$ cat config.mk
export PLATFORM = sky130hd
export DESIGN_NAME = fc_flatten_buffer_flat
export DESIGN_NICKNAME = d
export VERILOG_FILES = /design/src/rtl/cnn_pkg.sv /design/src/rtl/fc_flatten_buffer_if.sv /design/src/rtl/fc_flatten_buffer_bank.sv /design/src/rtl/fc_flatten_buffer.sv /design/src/flat_wrapper.sv
export SDC_FILE = /design/constraint.sdc
export NUM_CORES = 1
export LEC_CHECK = 0
export CORE_ASPECT_RATIO = 1.1
export CORE_MARGIN = 1
export CORE_UTILIZATION = 38
export DETAILED_ROUTE_END_ITERATION = 10
export SETUP_SLACK_MARGIN = 0.1
export SLEW_MARGIN = 10
export SYNTH_ARGS = -nofsm -noshare
export SYNTH_HDL_FRONTEND = slang
export SYNTH_HIERARCHICAL = 1
export SYNTH_SLANG_ARGS = --single-unit
$ cat constraint.sdc
create_clock -name clk -period 2.9 [get_ports clk]
set_clock_uncertainty 0.15 [all_clocks]
set_input_delay 0.58 -clock clk [delete_from_list [all_inputs] [get_ports clk]]
set_output_delay 0.58 -clock clk [all_outputs]
set_load 0.05 [all_outputs]
$ cat src/rtl/cnn_pkg.sv
// Shared CNN pipeline defaults and the bank-state type used by the flatten buffer.
package cnn_pkg;
  localparam int DATA_WIDTH = 8;
  localparam int FC_N       = 4;

  typedef enum logic [1:0] {
    EMPTY   = 2'd0,
    FILLING = 2'd1,
    FULL    = 2'd2
  } bank_state_t;
endpackage

$ cat src/rtl/fc_flatten_buffer_if.sv
// Feature-stream input and flattened-vector output handshakes of the flatten buffer.
interface fc_flatten_buffer_if
  import cnn_pkg::*;
#(
  parameter int WIDTH = DATA_WIDTH,
  parameter int N     = FC_N
);
  localparam int CW = $clog2(N + 1);

  logic                    s_valid;
  logic                    s_ready;
  logic signed [WIDTH-1:0] s_data;
  logic                    s_last;
  logic                    m_valid;
  logic                    m_ready;
  logic [N*WIDTH-1:0]      m_vec;
  logic [CW-1:0]           m_count;

  modport slave (
    input  s_valid, s_data, s_last, m_ready,
    output s_ready, m_valid, m_vec, m_count
  );

  modport master (
    output s_valid, s_data, s_last, m_ready,
    input  s_ready, m_valid, m_vec, m_count
  );
endinterface

$ cat src/rtl/fc_flatten_buffer_bank.sv
// One ping-pong bank: N-element register array, real-element count and bank state.
//   state   | meaning
//   EMPTY   | cleared, no element written yet
//   FILLING | at least one element written, vector still open
//   FULL    | vector closed, waiting for the FC stage to take it
module fc_flatten_bank
  import cnn_pkg::*;
#(
  parameter int WIDTH = DATA_WIDTH,
  parameter int N     = FC_N,
  localparam int IW   = $clog2(N),
  localparam int CW   = $clog2(N + 1)
) (
  input  logic               clk,
  input  logic               rst,
  input  logic               we,
  input  logic [IW-1:0]      idx,
  input  logic [WIDTH-1:0]   din,
  input  logic               close,
  input  logic               rel,
  output logic [N*WIDTH-1:0] vec,
  output logic [CW-1:0]      count,
  output bank_state_t        state
);

  always_ff @(posedge clk or posedge rst) begin
    if (rst) begin
      vec   <= '0;
      count <= '0;
      state <= EMPTY;
    end else if (rel) begin
      // Clearing on release is what zero-pads vectors closed early by s_last.
      vec   <= '0;
      count <= '0;
      state <= EMPTY;
    end else if (we) begin
      vec[idx*WIDTH +: WIDTH] <= din;
      if (close) begin
        count <= CW'(idx) + CW'(1);
        state <= FULL;
      end else begin
        state <= FILLING;
      end
    end
  end

endmodule

$ cat src/rtl/fc_flatten_buffer.sv
// Serial-to-parallel ping-pong buffer packing N signed features into one FC input vector.
module fc_flatten_buffer
  import cnn_pkg::*;
#(
  parameter int WIDTH = DATA_WIDTH,
  parameter int N     = FC_N,
  localparam int IW   = $clog2(N),
  localparam int CW   = $clog2(N + 1)
) (
  input  logic                clk,
  input  logic                rst,
  fc_flatten_buffer_if.slave  bus
);

  logic          wr_sel;
  logic          rd_sel;
  logic [IW-1:0] wr_idx;

  logic               xfer_in;
  logic               xfer_out;
  logic               close;
  bank_state_t        st0, st1;
  logic [N*WIDTH-1:0] vec0, vec1;
  logic [CW-1:0]      cnt0, cnt1;

  // Both handshake outputs depend only on bank state and the select registers.
  assign bus.s_ready = ((wr_sel ? st1 : st0) != FULL);
  assign bus.m_valid = ((rd_sel ? st1 : st0) == FULL);
  assign bus.m_vec   = rd_sel ? vec1 : vec0;
  assign bus.m_count = rd_sel ? cnt1 : cnt0;

  assign xfer_in  = bus.s_valid && bus.s_ready;
  assign xfer_out = bus.m_valid && bus.m_ready;
  assign close    = xfer_in && ((wr_idx == IW'(N - 1)) || bus.s_last);

  fc_flatten_bank #(.WIDTH(WIDTH), .N(N)) u_bank0 (
    .clk   (clk),
    .rst   (rst),
    .we    (xfer_in && !wr_sel),
    .idx   (wr_idx),
    .din   (bus.s_data),
    .close (close),
    .rel   (xfer_out && !rd_sel),
    .vec   (vec0),
    .count (cnt0),
    .state (st0)
  );

  fc_flatten_bank #(.WIDTH(WIDTH), .N(N)) u_bank1 (
    .clk   (clk),
    .rst   (rst),
    .we    (xfer_in && wr_sel),
    .idx   (wr_idx),
    .din   (bus.s_data),
    .close (close),
    .rel   (xfer_out && rd_sel),
    .vec   (vec1),
    .count (cnt1),
    .state (st1)
  );

  always_ff @(posedge clk or posedge rst) begin
    if (rst) begin
      wr_sel <= 1'b0;
      rd_sel <= 1'b0;
      wr_idx <= '0;
    end else begin
      if (close) begin
        wr_idx <= '0;
        wr_sel <= ~wr_sel;
      end else if (xfer_in) begin
        wr_idx <= wr_idx + IW'(1);
      end
      if (xfer_out)
        rd_sel <= ~rd_sel;
    end
  end

endmodule

$ cat src/flat_wrapper.sv
// flat-port wrapper written by rule: the top's interface ports become plain ports
module fc_flatten_buffer_flat import cnn_pkg::*;
#(
  parameter int WIDTH = DATA_WIDTH,
  parameter int N     = FC_N,
  localparam int IW   = $clog2(N),
  localparam int CW   = $clog2(N + 1)
)
  (clk, rst, bus_s_valid, bus_s_data, bus_s_last, bus_m_ready, bus_s_ready, bus_m_valid, bus_m_vec, bus_m_count);
  fc_flatten_buffer_if #(.WIDTH(WIDTH), .N(N)) bus_i ();
  input  logic clk;
  input  logic rst;
  input wire logic [$bits(bus_i.s_valid)-1:0] bus_s_valid;
  input wire logic [$bits(bus_i.s_data)-1:0] bus_s_data;
  input wire logic [$bits(bus_i.s_last)-1:0] bus_s_last;
  input wire logic [$bits(bus_i.m_ready)-1:0] bus_m_ready;
  output wire logic [$bits(bus_i.s_ready)-1:0] bus_s_ready;
  output wire logic [$bits(bus_i.m_valid)-1:0] bus_m_valid;
  output wire logic [$bits(bus_i.m_vec)-1:0] bus_m_vec;
  output wire logic [$bits(bus_i.m_count)-1:0] bus_m_count;
  assign bus_i.s_valid = bus_s_valid;
  assign bus_i.s_data = bus_s_data;
  assign bus_i.s_last = bus_s_last;
  assign bus_i.m_ready = bus_m_ready;
  assign bus_s_ready = bus_i.s_ready;
  assign bus_m_valid = bus_i.m_valid;
  assign bus_m_vec = bus_i.m_vec;
  assign bus_m_count = bus_i.m_count;
  fc_flatten_buffer #(.WIDTH(WIDTH), .N(N)) u_core (.clk(clk), .rst(rst), .bus(bus_i));
endmodule
# ---- Word-level counts from Yosys, hierarchy flattened
# Cells that the tools add are included.
dict set report word_totals {
  ff_bits 78
  in_bits 13
  out_inout_bits 37
  elab_cells 58
}
dict set report classes {
  add_sub_neg 3
  eq_ne 3
  shift 2
  muxes 22
  bitwise_logic 2
  reduce_logical 17
}
# op n
set op_table {}
lappend op_table {{$mux 32} 5}
lappend op_table {{$bwmux 32} 2}
lappend op_table {{$neg 5->34} 1}
lappend op_table {{$shift 8x34->32 const A} 1}
lappend op_table {{$shiftx 8x34->32} 1}
lappend op_table {{$mux 2} 9}
lappend op_table {{$mux 3} 6}
lappend op_table {{$reduce_bool 2->1} 5}
lappend op_table {{$logic_and 1x1->1} 7}
lappend op_table {{$eq 2x2->1 const B} 2}
lappend op_table {{$reduce_and 2->1} 2}
lappend op_table {{$add 2x1->3 const B} 1}
lappend op_table {{$add 2x1->2 const B} 1}
lappend op_table {{$logic_not 1->1} 2}
lappend op_table {{$ne 2x2->1 const B} 1}
lappend op_table {{$not 1->1} 2}
lappend op_table {{$logic_or 1x1->1} 1}

# ---- Depth between registers and ports, before layout
# Gate-level depths: netlist of the first run.
dict set report logic_depth {
  ltp_word 7
  ltp_mapped 7
}

# ---- Cells and area by module
# The synthesis of the first run kept the hierarchy.
# module n_inst cells_each area_each_um2 seq_area_each_um2
set by_module_without_submodules {}
lappend by_module_without_submodules {{fc_flatten_bank (u_core.u_bank0)} 1 136 1689.1 925.9}
lappend by_module_without_submodules {{fc_flatten_bank (u_core.u_bank1)} 1 135 1686.6 925.9}
lappend by_module_without_submodules {fc_flatten_buffer 1 70 699.4 100.1}

# ---- Least setup slack after synthesis of the first run
# No wires, ideal clock.
dict set report synth_path {
  kind {register -> output}
  start {register u_core.rd_sel}
  end {output port bus_m_valid}
  t_arrival_ps 1656
  slack_ps 514
  path_stages_with_launch 3
  cell_sequence {dfrtp_1 buf_2 o21ai_0}
}
dict set report synth_between {
  elab_chain_len 2
}
# item line
set synth_lines {}
lappend synth_lines {{start, declared} fc_flatten_buffer.sv:16} ;# logic rd_sel;
lappend synth_lines {{start signal, assigned} fc_flatten_buffer.sv:75} ;# rd_sel <= ~rd_sel;
lappend synth_lines {{$mux 2} fc_flatten_buffer.sv:28} ;# assign bus.m_valid = ((rd_sel ? st1 : st0) == FULL);
lappend synth_lines {{$eq 2x2->1} fc_flatten_buffer.sv:28}
lappend synth_lines {{end, declared} flat_wrapper.sv:18} ;# output wire logic [$bits(bus_i.m_valid)-1:0] bus_m_valid;
# No other way between the ends.

# ---- Worst setup path after layout of the first run
dict set report layout_path {
  start {register u_core.wr_sel}
  end {output port bus_s_ready}
}
dict set report layout_between {
  elab_chain_len 2
}
# item line
set layout_lines {}
lappend layout_lines {{start, declared} fc_flatten_buffer.sv:15} ;# logic wr_sel;
lappend layout_lines {{start signal, assigned} fc_flatten_buffer.sv:70} ;# wr_sel <= ~wr_sel;
lappend layout_lines {{$mux 2} fc_flatten_buffer.sv:27} ;# assign bus.s_ready = ((wr_sel ? st1 : st0) != FULL);
lappend layout_lines {{$ne 2x2->1} fc_flatten_buffer.sv:27}
lappend layout_lines {{end, declared} flat_wrapper.sv:17} ;# output wire logic [$bits(bus_i.s_ready)-1:0] bus_s_ready;
# No other way between the ends.

==> flow_summary_export.csv, run 1 <==
group,metric,value,unit
routing,wirelength,10150,um
critical_path,r2r-start,"u_core/wr_idx[0]$_DFFE_PP0P_",
routing,num_vias,3024,
floorplanning,row_count,39,
clock_tree,cts_sinks,78,
power_and_ir_drop,comb_power_share,54.6,%
logic_synthesis,postSynthAreaPerCell,11.95,sq um
power_and_ir_drop,power_density,1234,mW/mm^2
floorplanning,core_area,0.01039,sq mm
critical_path,cp_data_required_time,2170,ps
clock_tree,clockRootBuffer,"clkbuf_16",
global_routing,overflow,0,
sta,max_clock_freq,387.3,MHz
logic_synthesis,synth_top_area_share,47.90,%
logic_synthesis,synth_area_leaders,"dfrtp_1, a32o_1, mux2_2",
clock_tree,cts_resized,0,
sta,fin_tns_setup,0,ps
logic_synthesis,muxShareOfSynthArea,10.78,%
power_and_ir_drop,ir_drop,0.4786,mV
power_and_ir_drop,leakage,2.396,nW
logic_synthesis,synth-seq-area-share,47.90,%
sta,worst_pin_slew,671.4,ps
placement,place_hpwl,6953,um
routing,via_per_inst,5.579,
sta,setup_viol,0,
clock_tree,clk_latency,330,ps
cells_and_area,layout-drive-gt1-share,32.83,%
logic_synthesis,async_flop_share,100.0,%
global_routing,grt_first_pass_wirelength,16750,um
logic_synthesis,yosysTopAreaCell,"dfrtp_1",
critical_path,max_stage_delay,790,ps
logic_synthesis,syn_area,0.004075,sq mm
global_routing,grt_usage,19.76,%
logic_synthesis,yosysWarnings,6,
critical_path,cp_cell_sequence,"nand3b_2 > o21a_1 > clkdlybuf4s50_1",
cells_and_area,nets,418,
power_and_ir_drop,swShare,40.00,%
logic_synthesis,synthSimpleGateAreaFrac,9.426,%
sta,hold_slack,321.6,ps
floorplanning,die_w,100.7,um
logic_synthesis,synthXorXnorAreaFrac,0,%
critical_path,path_max_fanout,7,
flow_run,drv_cap,0,
floorplanning,start_util,39.21,%
power_and_ir_drop,seqPwrFrac,26.1,%
clock_tree,cts_buffers,9,
sta,finalMaxSlewViolations,0,
global_routing,grt_pass1_vias,3199,
sta,hold_viol,0,
routing,first_pass_iters,5,
sta,post-route-min-period,2582,ps
floorplanning,die_h,110.6,um
cells_and_area,register_area,0.001952,sq mm
clock_tree,clk_pin_slew,60,ps
floorplanning,dieArea,0.01114,sq mm
critical_path,end_kind,"primary output",
global_routing,antenna_found_initial,0,
logic_synthesis,yosys_register_bits,78,
critical_path,ff2ff_setup_slack,650,ps
sta,slew_headroom,55.24,%
power_and_ir_drop,power_switching,2.701,mW
critical_path,arrival,1850,ps
clock_tree,htreeDepth,3,
logic_synthesis,ys_types,35,
routing,drcViolationCount,0,
critical_path,path_class,"reg2out",
logic_synthesis,synth_top_flop_cell,"dfrtp_1",
logic_synthesis,synth_top_family_by_area,"compound AO/OA/AOI/OAI gates",
global_routing,grt_max_degree,38,
clock_tree,cts_tree,"yes",
clock_tree,clock_path_buffers,2,
critical_path,r2r_cells,4,
logic_synthesis,syn-num-nets,365,
sta,finalCritPeriodShare,89.04,%
cells_and_area,diodes,0,
power_and_ir_drop,power.share.clock,19.3,%
routing,wl_per_cell,18.72,um
status,outcome,"finished, final reports clean",
clock_tree,cts_setup_buffers,0,
worst_hold_path,hold_class,"in2async",
logic_synthesis,synthAdderAreaFrac,3.377,%
cells_and_area,fillers,868,
critical_path,critPathLaunchType,"flop",
placement,place_congestion,0.7966,
logic_synthesis,netlist_instances,341,
critical_path,timing.rr.end,"u_core/u_bank0/vec[29]$_DFFE_PP0P_",
routing,drtIter0Drc,201,
sta,rsz0062_at_grt,"false",
floorplanning,ios,50,
critical_path,cpMaxStageDelayCell,"clkdlybuf4s50_1",
routing,antenna_left,0,
power_and_ir_drop,internal_power,4.051,mW
placement,port_buffers,49,
logic_synthesis,synth_edf_count,0,
cells_and_area,syn_to_final_growth,34.26,%
logic_synthesis,synth_compound_area_share,22.97,%
clock_tree,cts.hold.buffers_added,0,
cells_and_area,multi_input_area,0.001897,sq mm
==> through the flow <==
| step | cells | util, % | worst slack [ps] | instance area [sq um] | power (mW) |
|---|---|---|---|---|---|
| 5_1_grt | 542 | 52.64 | 266.7 | 5472 | 7.072 |
| 2_1_floorplan | 341 | - | 514.4 | 4075 | 3.945 |
| 6_report | 542 | 52.64 | 317.8 | 5472 | 6.752 |
| 3_5_place_dp | 526 | 49.28 | 380.9 | 5122 | 5.475 |
| 4_1_cts | 542 | 52.64 | 316.4 | 5472 | 6.789 |
| 3_3_place_gp | 526 | 49.28 | 401.8 | 5122 | 5.414 |
==> cell families after synthesis <==
group,after synthesis
buffers and inverters,52
adder cells (fa/ha/maj),11
flip-flops,78
AO/OA/AOI/OAI,92
AND/OR/NAND/NOR,69
multiplexers,39
==> state kept, by name, indices dropped and copies added, names as in the netlist <==
signal                cells
u_core/u_bank0/state      2
u_core/u_bank1/count      3
u_core/u_bank1/vec       32
u_core/u_bank0/count      3
u_core/u_bank1/state      2
u_core/wr_sel             1
u_core/u_bank0/vec       32
u_core/wr_idx             2
u_core/rd_sel             1
==> worst max-delay path, delay by kind of cell (launching register included) <==
family,cells,cell delay (ps)
flops,1,460
buf+inv,1,790
simple gates,1,140
compound gates,1,120
==> cells in the final DEF, fill, tap and decap left out, drive strengths merged <==
| master | instances |
|---|---|
| clkinv | 1 |
| a21o | 3 |
| and4bb | 2 |
| ha | 11 |
| buf | 56 |
| mux2 | 36 |
| dfrtp | 78 |
| nand2b | 3 |
| inv | 25 |
| a311oi | 2 |
| a32o | 48 |
| nor2b | 12 |
| o21ai | 1 |
| or3b | 2 |
| and3 | 1 |
| nor2 | 10 |
| o31ai | 2 |
| nand2 | 21 |
| a21oi | 12 |
| and2 | 11 |
| clkbuf | 11 |
| o32ai | 16 |
| o211ai | 1 |
| clkdlybuf4s50 | 13 |
| nor3 | 1 |
| a21bo | 4 |
| nand3 | 4 |
| nand3b | 1 |
| o21a | 1 |
| a211oi | 2 |
| bufinv | 3 |
| nor3b | 1 |
| mux2i | 3 |
| clkinvlp | 1 |
==> area by class of cell <==
| type | count | area share, % |
|---|---|---|
| clock inverter | 5 | 1.944 |
| tap | 143 | 3.270 |
| multi-input combinational | 211 | 34.67 |
| timing repair buffer | 69 | 18.29 |
| sequential | 78 | 35.67 |
| inverter | 25 | 1.715 |
| clock buffer | 11 | 4.436 |
==> cell usage after synthesis, types with 2 or more instances <==
cell type / n
dfrtp_1: 78
buf_6: 2
nand2b_1: 2
nand2_1: 21
ha_1: 11
clkbuf_1: 3
inv_1: 25
or3b_1: 2
a32o_1: 48
mux2_2: 35
nor2_1: 10
a21bo_2: 4
a21o_1: 3
buf_2: 13
nand3_1: 4
a211oi_1: 2
a311oi_1: 2
nor2b_1: 12
o32ai_2: 16
and4bb_1: 2
and2_1: 10
buf_1: 9
a21oi_1: 12
o31ai_1: 2
mux2i_1: 3
==> worst max path at each step <==
stage | startpoint | end | cells after the start
CTS | u_core/wr_sel$_DFFE_PP0P_ | bus_s_ready | 3
global placement | bus_s_valid | u_core/u_bank1/vec[29]$_DFFE_PP0P_ | 5
finish | u_core/wr_sel$_DFFE_PP0P_ | bus_s_ready | 3
detailed placement | bus_s_valid | u_core/u_bank0/vec[25]$_DFFE_PP0P_ | 5
floorplan | u_core/rd_sel$_DFFE_PP0N_ | bus_m_valid | 2
global route | u_core/wr_sel$_DFFE_PP0P_ | bus_s_ready | 3
==> layer usage <==
| layer | vias up | GRT usage (%) | wire (um) |
|---|---|---|---|
| li1 | 1379 | - | - |
| met1 | 1561 | 25.96 | 4525 |
| met2 | 72 | 31.55 | 5000 |
| met3 | 12 | 4.114 | 426 |
| met4 | 0 | 8.116 | 194 |
| met5 | - | 0 | 0 |
==> power by group through the flow <==
stage	combinational [mW]	clock, mW	sequential [mW]
detailed placement	3.70	0	1.78
finish	3.69	1.30	1.76
CTS	3.71	1.32	1.76
global route	3.89	1.37	1.81
global placement	3.66	0	1.76
floorplan	2.26	0	1.69
Note: power is estimated with default switching activity, not from simulation.
==> inputs of run 2 (changes only) <==
==> constraint.sdc (replaced) <==
create_clock -name clk -period 3.3 [get_ports clk]
set_clock_uncertainty 0.15 [all_clocks]
set_input_delay 0.66 -clock clk [delete_from_list [all_inputs] [get_ports clk]]
set_output_delay 0.66 -clock clk [all_outputs]
set_load 0.05 [all_outputs]
==> flow_summary_export.csv, run 2 (same netlist as run 1, synthesis figures left out) <==
group,metric,value,unit
clock_tree,clk_latency,340,ps
sta,slew_headroom,37.63,%
sta,post-route-min-period,2665,ps
cells_and_area,layout_commonest_cell,"dfrtp_1",
power_and_ir_drop,ir_drop,0.5470,mV
critical_path,crit_start,"u_core/wr_sel$_DFFE_PP0P_",
placement,port_buffers,49,
floorplanning,die_h,110.6,um
sta,finalCritPeriodShare,80.76,%
floorplanning,die_w,100.7,um
routing,drcViolationCount,0,
clock_tree,cts_tree,"yes",
global_routing,overflow,0,
cells_and_area,layout-drive-gt1-share,30.67,%
routing,wirelength,10110,um
flow_run,drv_cap,0,
routing,antenna_left,0,
placement,preCtsSetupSlack,352.5,ps
clock_tree,htreeDepth,3,
clock_tree,cts_setup_buffers,0,
clock_tree,clockRootBuffer,"clkbuf_16",
floorplanning,ios,50,
power_and_ir_drop,leakage,2.351,nW
global_routing,grt_pass1_vias,3009,
sta,fin_ws,635.0,ps
clock_tree,cts_resized,0,
critical_path,critPathLaunchType,"flop",
clock_tree,cts_sinks,78,
critical_path,arrival,1860,ps
sta,worst_pin_slew,934.5,ps
critical_path,ff2ff_setup_slack,1010,ps
global_routing,grt_first_pass_wirelength,16360,um
critical_path,timing.rr.end,"u_core/u_bank1/vec[30]$_DFFE_PP0P_",
sta,setup_viol,0,
routing,num_vias,2945,
routing,first_pass_iters,4,
status,outcome,"finished, final reports clean",
global_routing,grt_usage,19.45,%
routing,wl_per_cell,19.04,um
global_routing,antenna_found_initial,0,
critical_path,r2r-start,"u_core/u_bank1/state[1]$_DFFE_PP0P_",
clock_tree,clock_path_buffers,2,
placement,place_hpwl,6833,um
cells_and_area,reg_top3,"u_core/u_bank0/vec: 32 flops, u_core/u_bank1/vec: 32 flops",
clock_tree,cts_buffers,9,
global_routing,grt_max_degree,38,
routing,drtIter0Drc,156,
cells_and_area,nets,407,
floorplanning,start_util,39.21,%
sta,fin_tns_setup,0,ps
sta,rsz0062_at_grt,"false",
cells_and_area,fillers,891,
critical_path,cp-endpoint,"bus_s_ready",
floorplanning,core_area,0.01039,sq mm
critical_path,path_class,"reg2out",
critical_path,cp_data_required_time,2490,ps
critical_path,end_kind,"primary output",
cells_and_area,diodes,0,
sta,hold_viol,0,
floorplanning,dieArea,0.01114,sq mm
clock_tree,cts.hold.buffers_added,0,
cells_and_area,syn_to_final_growth,32.58,%
cells_and_area,register_area,0.001952,sq mm
power_and_ir_drop,power_density,1094,mW/mm^2
floorplanning,row_count,39,
routing,via_per_inst,5.546,
clock_tree,clk_pin_slew,50,ps
critical_path,r2r_cells,4,
placement,place_congestion,0.8076,
cells_and_area,mostFrequentLayoutCells,"dfrtp_1, a32o_1, buf_12, mux2_2, inv_1",
cells_and_area,finish.utilization,51.98,%
sta,max_clock_freq,375.2,MHz
sta,finalMaxSlewViolations,0,
worst_hold_path,hold_class,"reg2reg",
cells_and_area,multi_input_area,0.001897,sq mm
critical_path,path_max_fanout,7,
==> run 2: changes by cell type in the layout (fill, tap and decap cells not counted) <==
cell	previous run	this run
clkinvlp_4	1	0
buf_12	36	37
clkbuf_1	1	2
buf_4	20	8
clkinv_4	1	0
clkbuf_8	1	2
==> run 2: worst min-delay path by stage <==
stage,to,from,slack [ps],cells past startpoint
floorplan,u_core/rd_sel$_DFFE_PP0N_,rst,280,1
global placement,u_core/u_bank0/vec[13]$_DFFE_PP0P_,u_core/u_bank0/vec[13]$_DFFE_PP0P_,320,1
detailed placement,u_core/u_bank1/vec[21]$_DFFE_PP0P_,u_core/u_bank1/vec[21]$_DFFE_PP0P_,330,1
CTS,u_core/u_bank1/vec[21]$_DFFE_PP0P_,u_core/u_bank1/vec[21]$_DFFE_PP0P_,340,1
global route,u_core/u_bank0/vec[9]$_DFFE_PP0P_,u_core/u_bank0/vec[9]$_DFFE_PP0P_,350,1
finish,u_core/u_bank1/vec[21]$_DFFE_PP0P_,u_core/u_bank1/vec[21]$_DFFE_PP0P_,330,1
==> run 2: critical path, stage by stage, from the launching register on <==
cell             delay [ps]
dfrtp_1                 450
nand3b_2                140
o21a_1                  130
clkdlybuf4s50_1         800
==> run 2: cell type report <==
cell class                 count  share of cell area, %
clock inverter                 3                  1.667
sequential                    78                  36.13
multi-input combinational    211                  35.11
tap                          143                  3.312
timing repair buffer          58                  17.23
inverter                      25                  1.737
clock buffer                  13                  4.817
==> run 2: through the flow <==
stage,std cells,power [mW],cell area (sq um),hold WS [ps]
2_1_floorplan,341,3.467,4075,276.1
3_3_place_gp,515,4.729,5052,319.4
3_5_place_dp,515,4.772,5052,325.2
4_1_cts,531,5.943,5403,337.4
5_1_grt,531,6.183,5403,347.8
6_report,531,5.911,5403,333.9
==> run 2: per-layer routing <==
metal | vias to the layer above | share of wire [%] | track usage (%)
met1 | 1517 | 44 | 25.57
met2 | 64 | 51 | 32.65
li1 | 1355 | - | -
met4 | 0 | 1.1 | 5.507
met3 | 9 | 3.8 | 3.418
met5 | - | 0 | 0
==> run 2: power by group <==
| part | internal (mW) | total (mW) | switching [mW] |
|---|---|---|---|
| Clock | 0.781 | 1.16 | 0.378 |
| Sequential | 1.31 | 1.54 | 0.222 |
| Combinational | 1.46 | 3.22 | 1.76 |
| Total | 3.55 | 5.91 | 2.36 |
